`src/rtl/multicycle_alu_if.sv`:
```
// Operation bus for multicycle_alu: request side driven by the controller,
// result/flag side driven by the ALU, plus the ALU's FSM state for observation.
interface multicycle_alu_if #(parameter int WIDTH = 32);
  // start is sampled only while the ALU is idle; a start seen while busy or
  // during done is dropped. done pulses for one cycle with all results valid,
  // and results/flags then hold until the next done.
  logic             start;
  logic [3:0]       opcode;
  logic             mul_sel;
  logic [WIDTH-1:0] operand_a;
  logic [WIDTH-1:0] operand_b;
  logic             set_cond_in;
  logic             busy;
  logic             done;
  logic [WIDTH-1:0] ALUresult;
  logic             zero;
  logic             negative;
  logic             carry;
  logic             overflow;
  logic             set_cond_bit;
  logic             result_write;
  logic [1:0]       state_dbg;

  modport slave (
    input  start, opcode, mul_sel, operand_a, operand_b, set_cond_in,
    output busy, done, ALUresult, zero, negative, carry, overflow,
           set_cond_bit, result_write, state_dbg
  );

  modport master (
    output start, opcode, mul_sel, operand_a, operand_b, set_cond_in,
    input  busy, done, ALUresult, zero, negative, carry, overflow,
           set_cond_bit, result_write, state_dbg
  );
endinterface

```
`src/rtl/multicycle_alu.sv`:
```
// Multicycle ARM-style ALU: single-cycle data-processing ops and an iterative
// shift-add multiplier, with registered result and NZCV-style flags.
module multicycle_alu #(
  parameter int WIDTH = 32
) (
  input logic           clock,
  input logic           reset,
  multicycle_alu_if.slave bus
);
  typedef enum logic [1:0] {IDLE = 2'd0, EXEC = 2'd1, MUL = 2'd2, DONE = 2'd3} state_t;
  localparam int CW = $clog2(WIDTH + 1);

  state_t           state, state_nxt;
  logic [CW-1:0]    mul_cnt;
  logic [WIDTH-1:0] a_q, b_q, acc, mcand, mplier;
  logic [3:0]       op_q;
  logic             mul_q, s_q;
  logic [WIDTH-1:0] result_q;
  logic             zero_q, neg_q, carry_q, ovf_q, scb_q, rw_q;
  logic [WIDTH-1:0] alu_res, add_x, add_y;
  logic             add_cin, is_arith, is_cmp, res_v;
  logic [WIDTH:0]   sum;

  always_ff @(posedge clock) begin
    if (reset) state <= IDLE;
    else       state <= state_nxt;
  end

  always_comb begin
    state_nxt = state;
    case (state)
      IDLE:    if (bus.start) state_nxt = bus.mul_sel ? MUL : EXEC;
      EXEC:    state_nxt = DONE;
      MUL:     if (mul_cnt == CW'(WIDTH)) state_nxt = DONE;
      DONE:    state_nxt = IDLE;
      default: state_nxt = IDLE;
    endcase
  end

  // Subtract-type ops are folded into one adder as x + ~y + cin.
  always_comb begin
    alu_res  = '0;
    add_x    = a_q;
    add_y    = b_q;
    add_cin  = 1'b0;
    is_arith = 1'b0;
    case (op_q)
      4'b0000, 4'b1000: alu_res = a_q & b_q;
      4'b0001, 4'b1001: alu_res = a_q ^ b_q;
      4'b0010, 4'b1010: begin is_arith = 1'b1; add_y = ~b_q; add_cin = 1'b1; end
      4'b0011:          begin is_arith = 1'b1; add_x = b_q; add_y = ~a_q; add_cin = 1'b1; end
      4'b0100, 4'b1011: is_arith = 1'b1;
      4'b0101:          begin is_arith = 1'b1; add_cin = carry_q; end
      4'b0110:          begin is_arith = 1'b1; add_y = ~b_q; add_cin = carry_q; end
      4'b0111:          begin is_arith = 1'b1; add_x = b_q; add_y = ~a_q; add_cin = carry_q; end
      4'b1100:          alu_res = a_q | b_q;
      4'b1101:          alu_res = b_q;
      4'b1110:          alu_res = a_q & ~b_q;
      default:          alu_res = ~b_q;
    endcase
    if (is_arith) alu_res = sum[WIDTH-1:0];
  end

  assign sum    = {1'b0, add_x} + {1'b0, add_y} + {{WIDTH{1'b0}}, add_cin};
  assign res_v  = (add_x[WIDTH-1] == add_y[WIDTH-1]) && (sum[WIDTH-1] != add_x[WIDTH-1]);
  assign is_cmp = !mul_q && (op_q[3:2] == 2'b10);

  always_ff @(posedge clock) begin
    if (reset) begin
      a_q <= '0; b_q <= '0; op_q <= '0; mul_q <= 1'b0; s_q <= 1'b0;
      acc <= '0; mcand <= '0; mplier <= '0; mul_cnt <= '0;
      result_q <= '0; zero_q <= 1'b1; neg_q <= 1'b0;
      carry_q <= 1'b0; ovf_q <= 1'b0; scb_q <= 1'b0; rw_q <= 1'b0;
    end else begin
      case (state)
        IDLE: if (bus.start) begin
          a_q     <= bus.operand_a;
          b_q     <= bus.operand_b;
          op_q    <= bus.opcode;
          mul_q   <= bus.mul_sel;
          s_q     <= bus.set_cond_in;
          acc     <= '0;
          mcand   <= bus.operand_a;
          mplier  <= bus.operand_b;
          mul_cnt <= '0;
        end
        EXEC: begin
          result_q <= alu_res;
          zero_q   <= (alu_res == '0);
          neg_q    <= alu_res[WIDTH-1];
          if (is_arith) begin
            carry_q <= sum[WIDTH];
            ovf_q   <= res_v;
          end
          scb_q <= s_q | is_cmp;
          rw_q  <= !is_cmp;
        end
        MUL: begin
          // WIDTH shift-add steps, then one cycle to publish the product.
          if (mul_cnt == CW'(WIDTH)) begin
            result_q <= acc;
            zero_q   <= (acc == '0);
            neg_q    <= acc[WIDTH-1];
            scb_q    <= s_q;
            rw_q     <= 1'b1;
          end else begin
            if (mplier[0]) acc <= acc + mcand;
            mcand   <= mcand << 1;
            mplier  <= mplier >> 1;
            mul_cnt <= mul_cnt + 1'b1;
          end
        end
        default: ;
      endcase
    end
  end

  assign bus.busy         = (state == EXEC) || (state == MUL);
  assign bus.done         = (state == DONE);
  assign bus.ALUresult    = result_q;
  assign bus.zero         = zero_q;
  assign bus.negative     = neg_q;
  assign bus.carry        = carry_q;
  assign bus.overflow     = ovf_q;
  assign bus.set_cond_bit = scb_q;
  assign bus.result_write = rw_q;
  assign bus.state_dbg    = state;
endmodule

```
`src/flat_wrapper.sv`:
```
// flat-port wrapper written by rule: the top's interface ports become plain ports
module multicycle_alu_flat 
#(
  parameter int WIDTH = 32
)
  (clock, reset, bus_start, bus_opcode, bus_mul_sel, bus_operand_a, bus_operand_b, bus_set_cond_in, bus_busy, bus_done, bus_ALUresult, bus_zero, bus_negative, bus_carry, bus_overflow, bus_set_cond_bit, bus_result_write, bus_state_dbg);
  multicycle_alu_if #(.WIDTH(WIDTH)) bus_i ();
  input logic clock;
  input logic reset;
  input wire logic [$bits(bus_i.start)-1:0] bus_start;
  input wire logic [$bits(bus_i.opcode)-1:0] bus_opcode;
  input wire logic [$bits(bus_i.mul_sel)-1:0] bus_mul_sel;
  input wire logic [$bits(bus_i.operand_a)-1:0] bus_operand_a;
  input wire logic [$bits(bus_i.operand_b)-1:0] bus_operand_b;
  input wire logic [$bits(bus_i.set_cond_in)-1:0] bus_set_cond_in;
  output wire logic [$bits(bus_i.busy)-1:0] bus_busy;
  output wire logic [$bits(bus_i.done)-1:0] bus_done;
  output wire logic [$bits(bus_i.ALUresult)-1:0] bus_ALUresult;
  output wire logic [$bits(bus_i.zero)-1:0] bus_zero;
  output wire logic [$bits(bus_i.negative)-1:0] bus_negative;
  output wire logic [$bits(bus_i.carry)-1:0] bus_carry;
  output wire logic [$bits(bus_i.overflow)-1:0] bus_overflow;
  output wire logic [$bits(bus_i.set_cond_bit)-1:0] bus_set_cond_bit;
  output wire logic [$bits(bus_i.result_write)-1:0] bus_result_write;
  output wire logic [$bits(bus_i.state_dbg)-1:0] bus_state_dbg;
  assign bus_i.start = bus_start;
  assign bus_i.opcode = bus_opcode;
  assign bus_i.mul_sel = bus_mul_sel;
  assign bus_i.operand_a = bus_operand_a;
  assign bus_i.operand_b = bus_operand_b;
  assign bus_i.set_cond_in = bus_set_cond_in;
  assign bus_busy = bus_i.busy;
  assign bus_done = bus_i.done;
  assign bus_ALUresult = bus_i.ALUresult;
  assign bus_zero = bus_i.zero;
  assign bus_negative = bus_i.negative;
  assign bus_carry = bus_i.carry;
  assign bus_overflow = bus_i.overflow;
  assign bus_set_cond_bit = bus_i.set_cond_bit;
  assign bus_result_write = bus_i.result_write;
  assign bus_state_dbg = bus_i.state_dbg;
  multicycle_alu #(.WIDTH(WIDTH)) u_core (.clock(clock), .reset(reset), .bus(bus_i));
endmodule
```
`config.mk`:
```
export PLATFORM = sky130hd
export DESIGN_NAME = multicycle_alu_flat
export DESIGN_NICKNAME = d
export VERILOG_FILES = /design/src/rtl/multicycle_alu_if.sv /design/src/rtl/multicycle_alu.sv /design/src/flat_wrapper.sv
export SDC_FILE = /design/constraint.sdc
export NUM_CORES = 1
export LEC_CHECK = 0
export BUFFER_PORTS_ARGS = -buffer_cell sky130_fd_sc_hd__buf_2
export CAP_MARGIN = 20
export CORE_MARGIN = 2
export CORE_UTILIZATION = 60
export DETAILED_ROUTE_END_ITERATION = 6
export PLACE_DENSITY_LB_ADDON = 0.3
export SLEW_MARGIN = 20
export SYNTH_ARGS = -nofsm -noshare
export SYNTH_HDL_FRONTEND = slang
export SYNTH_SLANG_ARGS = --single-unit
```
`constraint.sdc`:
```
create_clock -name clock -period 11.4 [get_ports clock]
set_input_delay 1.71 -clock clock [delete_from_list [all_inputs] [get_ports clock]]
set_output_delay 1.71 -clock clock [all_outputs]
set_load 0.02 [all_outputs]
```
==> run metrics, run 1 <==
ANT cells 0; Pre-antenna DRT Iters 7; syn_area_per_cell 7.277 sq um; Die X 165.3 um; FILL cells 2327; maximum buffer depth of the clock tree 3; dpl hpwl 38930 um; failing checks design-rule violations; drt initial violations 1973; total CTS buffers 23; CP top delay family compound AO/OA/AOI/OAI gates; Total GRT Usage 0.3871; top-area cell type share of the netlist area 0.2708; area of the die 27310 sq um; pre-CTS setup slack 5.546 ns; met1 Track Usage GR 0.5102; Yosys warnings 0; part of the cycle the worst path needs 0.5283; vias in the first global route 15196; Max transition margin 0.2796; setup ws final 5.378 ns; ys async rst share 0; dominant cells by area after synthesis dfxtp_1 27%, ha_1 8.1%, nand2_1 7.9%; Row Count 59; remaining global-route overflow 0; Crit path arrival time 6.48 ns; Seq/Total Area, Yosys 0.2708; WS Path Type flip-flop to flip-flop; Worst-path clk slew 0.06 ns; syn_nets 2321; Post-Syn Instances 2144; max incr delay on CP 0.60 ns; VDD IR max 213.8 uV; CTS Sinks 211; GR Util met3 0.06918; CP startpoint kind flip-flop; largest net degree at the start of global routing 114; core area 25760 sq um; TritonCTS clock tree built; number of setup buffers added after CTS 0; Critical Path, Cell by Cell buf_4, inv_1, or3_2, buf_4, a31oi_1, fa_1, inv_1, fa_1, a211oi_4, o21ai_2, a211oi_4, o21bai_2, xor2_1, a221o_1, a2111o_1, nor4_2, o2111ai_1, nand3_1; unique cell type count in the Yosys netlist 87; final setup TNS 0 ns; part of the power in registers 0.287; htree depth 1; num ports 115; Switching Share 0.4799; Post-Syn Area 15600 sq um; fmax 166.0 MHz; Routed WL per cell 21.43 um; Max Cap Viol 0; GPL Wtd Cong 0.9689; CP max FO 97; Hold Crit Class flip-flop to flip-flop; status finished with violations; RSZ-0062 raised after global routing no; top-count cell post-synth nand2_1; Total Wirelength 53420 um; Psw 1888 uW; power share of the clock group 0.179; Clock Tree Root clkbuf_16; first-pass GRT wire length 83030 um; Final Hold Fails 0; Area Growth Syn to Fin 7.883%; fin crit period 6.022 ns; GRT busiest layer met2; vias per cell 6.634; worst path bufs/invs 4; Most used DFF post-synth dfxtp_1; DR DRC count 6; starting density of the core 0.6056; Slew Viols, Final 0; clk_lat worst skew 0.53 ns; largest area contributor in the netlist dfxtp_1; commonest cells in the netlist 330 x nand2_1, 244 x a21oi_1, 211 x dfxtp_1, 181 x nor2_1, 162 x o21ai_0; vias 16538; IO Port Bufs 114; Post-synth EDFFs 0; final setup fails 0; Slowest-stage cell, CP or3_2; met2 Resource Use GR 0.6045; number of synthesized register bits 211; Worst Tran Pin Value 1.081 ns; clk_skew 0.03350 ns; initial antenna violation count 2; post-CTS resize count 0; Routed Antenna Nets 0; cell internal pwr 2046 uW; die height 165.3 um; Comb pwr share 0.533; share of cells above drive strength 1 0.09917; crit path capture type flip-flop; cts hold-fix bufs 0; LEAKAGE 0.006800 uW; WP data required 11.86 ns; nets@finish 2322; Power Density 233.7 nW/um^2
==> cell families after synthesis <==
kind of cell,count (synthesis),synth area share
fa+ha+maj,104,0.08485
compound gates,737,0.3001
buf+inv,251,0.06520
mux,73,0.04700
xor+xnor,49,0.02751
flops,211,0.2708
simple gates,719,0.2046
==> cell usage in the layout (no fill, tap or decap), types with 18 or more instances in the layout <==
cell type  count
a21o_1        35
and3_1        19
buf_4         23
ha_1         100
nand2_1      329
dfxtp_1      210
a22oi_1       19
o211ai_1      29
nand3_1       37
nor2_1       180
a211oi_1      82
inv_1         87
nand4_1       19
o21ai_0      162
xnor2_1       27
clkbuf_16     23
a21oi_1      244
or3_1         18
mux2i_1       71
buf_2        113
a31oi_1       20
nor3_1        39
xor2_1        22
==> power groups by stage <==
stage | clock network, uW | logic (uW) | registers (uW)
after CTS | 711 | 2050 | 1120
after detailed placement | 0 | 2040 | 1130
final | 705 | 2100 | 1130
after global placement | 0 | 2000 | 1120
after global routing | 740 | 2280 | 1150
after floorplan | 0 | 1510 | 1070
==> per-layer routing <==
layer  share of wire  wire (um)
met1            0.41      21820
met2            0.44      23590
met3           0.091       4849
met4           0.059       3155
met5               0          0
==> path summary, 6_finish.rpt <==
kind / from / endpoint / slack [ns] / depth (start not counted)
setup / recovery: u_core.op_q[0]$_SDFFE_PP0P_ / u_core.bus.zero$_SDFFE_PP1P_ / 5.38 / 18
hold reg to reg: u_core.bus.ALUresult[26]$_SDFFE_PP0P_ / u_core.bus.ALUresult[26]$_SDFFE_PP0P_ / 0.45 / 2
setup reg to reg: u_core.op_q[0]$_SDFFE_PP0P_ / u_core.bus.zero$_SDFFE_PP1P_ / 5.38 / 18
hold / removal: u_core.bus.ALUresult[26]$_SDFFE_PP0P_ / u_core.bus.ALUresult[26]$_SDFFE_PP0P_ / 0.45 / 2
==> state kept, by name (all words and copies together) (netlist names), 2 cells and up <==
| name | cells |
|---|---|
| u_core.a_q | 32 |
| u_core.acc | 32 |
| u_core.b_q | 32 |
| u_core.bus.ALUresult | 32 |
| u_core.bus.state_dbg | 2 |
| u_core.mcand | 32 |
| u_core.mplier | 32 |
| u_core.mul_cnt | 6 |
| u_core.op_q | 4 |
==> worst register-to-register path, stage by stage, from the launching register on <==
cell and delay [ns]:
dfxtp_1 0.31, buf_4 0.45, inv_1 0.53, or3_2 0.61
buf_4 0.38, a31oi_1 0.36, fa_1 0.27, inv_1 0.07
fa_1 0.46, a211oi_4 0.32, o21ai_2 0.16, a211oi_4 0.35
o21bai_2 0.13, xor2_1 0.16, a221o_1 0.33, a2111o_1 0.40
nor4_2 0.42, o2111ai_1 0.17, nand3_1 0.10
==> metrics by stage <==
stage / area [sq um] / hold slack (ns) / util / instances / total power [uW]
finish: 16830 / 0.4489 / 0.6533 / 2493 / 3933
global route: 16830 / 0.4818 / 0.6533 / 2493 / 4171
CTS: 16830 / 0.4491 / 0.6531 / 2493 / 3879
detailed placement: 16130 / 0.4407 / 0.6261 / 2455 / 3170
global placement: 16130 / 0.4378 / 0.6261 / 2455 / 3121
floorplan: 15600 / 0.4367 / - / 2144 / 2588
==> cell type report <==
cell class | instances | area, sq um | share of cell area
multi-input cells | 1682 | 10400 | 0.6176
clock inverters | 4 | 20.02 | 0.001189
inverters | 89 | 334.1 | 0.01985
flip-flops and latches | 211 | 4225 | 0.2510
well taps | 335 | 419.2 | 0.02490
clock buffers | 34 | 676.9 | 0.04022
repair buffers | 138 | 760.7 | 0.04520
Note: power is estimated with default switching activity, not from simulation.
==> inputs of run 2 (changes only) <==
--- a/config.mk
+++ b/config.mk
@@ -8,7 +8,7 @@
 export BUFFER_PORTS_ARGS = -buffer_cell sky130_fd_sc_hd__buf_2
 export CAP_MARGIN = 20
 export CORE_MARGIN = 2
-export CORE_UTILIZATION = 60
+export CORE_UTILIZATION = 56
 export DETAILED_ROUTE_END_ITERATION = 6
 export PLACE_DENSITY_LB_ADDON = 0.3
 export SLEW_MARGIN = 20
==> constraint.sdc (replaced) <==
create_clock -name clock -period 5.1 [get_ports clock]
set_input_delay 0.765 -clock clock [delete_from_list [all_inputs] [get_ports clock]]
set_output_delay 0.765 -clock clock [all_outputs]
set_load 0.02 [all_outputs]
==> run 2 against run 1 <==
The flow now finishes without violations. Non-clock buffer count increased by 11. Worst hold slack got worse by 0.012 ns. Die area increased by 7.0%. First-iteration DRC count decreased by 0.86%. Largest cell class unchanged.
==> run metrics, run 2 (synthesis results as in run 1) <==
status complete, no violations; worst flop-to-flop path endpoint u_core.bus.zero$_SDFFE_PP1P_; Critical Path, Cell by Cell inv_1, or3_2, nand2_1, buf_4, nand2_1, o21ai_0, o21ai_0, ha_1, nand4_1, o211ai_1, a22o_1, nor2_1, a211oi_1, nor2_1, o311ai_0, nor3_1, o2111ai_1, nand3_1; fin crit period 4.790 ns; total CTS buffers 24; vias 16444; worst path bufs/invs 2; post-CTS resize count 0; ANT cells 0; most frequent cells in the layout 329 x nand2_1, 244 x a21oi_1, 210 x dfxtp_1; WS Path Type flip-flop to flip-flop; Worst Tran Pin Value 1.092 ns; Clock Tree Root clkbuf_16; GPL Wtd Cong 1.050; Crit path arrival time 5.21 ns; die height 170.9 um; IO Port Bufs 114; Worst R2R Setup Slack 0.31 ns; VDD IR max 904.9 uV; num ports 115; max incr delay on CP 0.63 ns; number of setup buffers added after CTS 0; Total GRT Usage 0.3703; number of cells on the critical path 18; first-pass GRT wire length 84600 um; Total Wirelength 55160 um; RSZ-0062 raised after global routing no; vias in the first global route 14694; cts hold-fix bufs 0; CP Capture Point u_core.bus.zero$_SDFFE_PP1P_; WP data required 5.52 ns; crit path capture type flip-flop; DR DRC count 0; CTS Sinks 211; part of the cycle the worst path needs 0.9393; starting density of the core 0.5647; Hold Crit Class input pin to flip-flop; drt initial violations 1956; CP top delay family compound AO/OA/AOI/OAI gates; Worst Reg-to-Reg Cells 18; nets@finish 2334; dpl hpwl 40910 um; CP max FO 30; clk_lat worst skew 0.56 ns; Row Count 61; final setup fails 0; commonest non-fill, non-tap cell in the layout nand2_1; Power Density 529.1 nW/um^2; maximum buffer depth of the clock tree 3; Setup crit start u_core.op_q[1]$_SDFFE_PP0P_; Slowest-stage cell, CP a211oi_1; Area Growth Syn to Fin 9.391%; CP startpoint kind flip-flop; Routed WL per cell 21.62 um; Slew Viols, Final 0; final setup TNS 0 ns; Finished Layout Cells 2551; TritonCTS clock tree built; htree depth 1; Pre-antenna DRT Iters 6; vias per cell 6.446; remaining global-route overflow 0; area of the die 29210 sq um; clk_skew 0.02952 ns; share of cells above drive strength 1 0.1054; core area 27630 sq um; Routed Antenna Nets 0; Max Cap Viol 0; Worst-path clk slew 0.07 ns; RR Startpoint u_core.op_q[1]$_SDFFE_PP0P_; initial antenna violation count 0; largest net degree at the start of global routing 113; dpl cells 2509; fmax 208.7 MHz; Max transition margin 0.2696; LEAKAGE 0.006890 uW; Final Hold Fails 0; Die X 170.9 um
[run 2: changes by cell type in the layout (fill, tap and decap cells not counted)]
cell and change:
clkinv_16 +1, buf_4 +12, buf_6 -1, clkbuf_8 -3, clkbuf_16 +1, clkinvlp_4 +2, o21ai_2 -1, clkinv_8 +1
o21ai_1 +1, clkinv_2 +1, bufinv_16 +2, clkbuf_1 -1
[run 2: metal layers]
| metal | share of wire | GRT usage | vias up |
|---|---|---|---|
| met5 | 0 | 0 | - |
| met4 | 0.044 | 0.1485 | 0 |
| met2 | 0.45 | 0.5923 | 830 |
| li1 | - | - | 7745 |
| met1 | 0.42 | 0.5060 | 7731 |
| met3 | 0.087 | 0.04858 | 138 |
[run 2: worst min-delay path, delay by kind of cell]
family | cells | cell delay [ns]
and+or+nand+nor | 1 | 0.04
buffers and inverters | 1 | 0.09
AOI/OAI and AO/OA | 1 | 0.05
[run 2: stage by stage]
| step | area [sq um] | setup slack, ns | hold WS, ns | total power (uW) | utilization |
|---|---|---|---|---|---|
| 4_1_cts | 17070 | 0.4157 | 0.4244 | 8931 | 0.6177 |
| 6_report | 17070 | 0.3096 | 0.4371 | 9031 | 0.6177 |
| 3_5_place_dp | 16260 | 0.4527 | 0.4440 | 7151 | 0.5886 |
| 3_3_place_gp | 16260 | 0.4863 | 0.4411 | 7067 | 0.5886 |
| 5_1_grt | 17070 | 0.07150 | 0.4536 | 9591 | 0.6177 |
| 2_1_floorplan | 15600 | 0.3428 | 0.4367 | 5784 | - |
[run 2: layout make-up]
type                    instances  area, sq um
flip-flops and latches        211         4225
fillers                      2628        10560
clock buffers                  31        656.9
clock inverters                11        146.4
multi-input cells            1682        10390
repair buffers                149        839.6
inverters                      89        334.1
well taps                     378        473.0
[run 2: worst min path at each step]
| stage | start | end | slack (ns) | depth (start not counted) |
|---|---|---|---|---|
| 2_1_floorplan | u_core.mul_q$_SDFFE_PP0P_ | u_core.mul_q$_SDFFE_PP0P_ | 0.44 | 2 |
| 3_3_place_gp | u_core.bus.ALUresult[26]$_SDFFE_PP0P_ | u_core.bus.ALUresult[26]$_SDFFE_PP0P_ | 0.44 | 2 |
| 3_5_place_dp | u_core.bus.ALUresult[24]$_SDFFE_PP0P_ | u_core.bus.ALUresult[24]$_SDFFE_PP0P_ | 0.44 | 2 |
| 4_1_cts | bus_set_cond_in | u_core.s_q$_SDFFE_PP0P_ | 0.42 | 3 |
| 5_1_grt | bus_opcode[2] | u_core.op_q[2]$_SDFFE_PP0P_ | 0.45 | 3 |
| 6_report | bus_set_cond_in | u_core.s_q$_SDFFE_PP0P_ | 0.44 | 3 |
[run 2: power breakdown]
part / internal, uW / switching (uW) / leakage [uW] / total [uW]
clock network: 1020 / 746 / 0.000388 / 1760
registers: 2040 / 456 / 0.00173 / 2500
logic: 1640 / 3120 / 0.00477 / 4760
total: 4710 / 4320 / 0.00689 / 9030
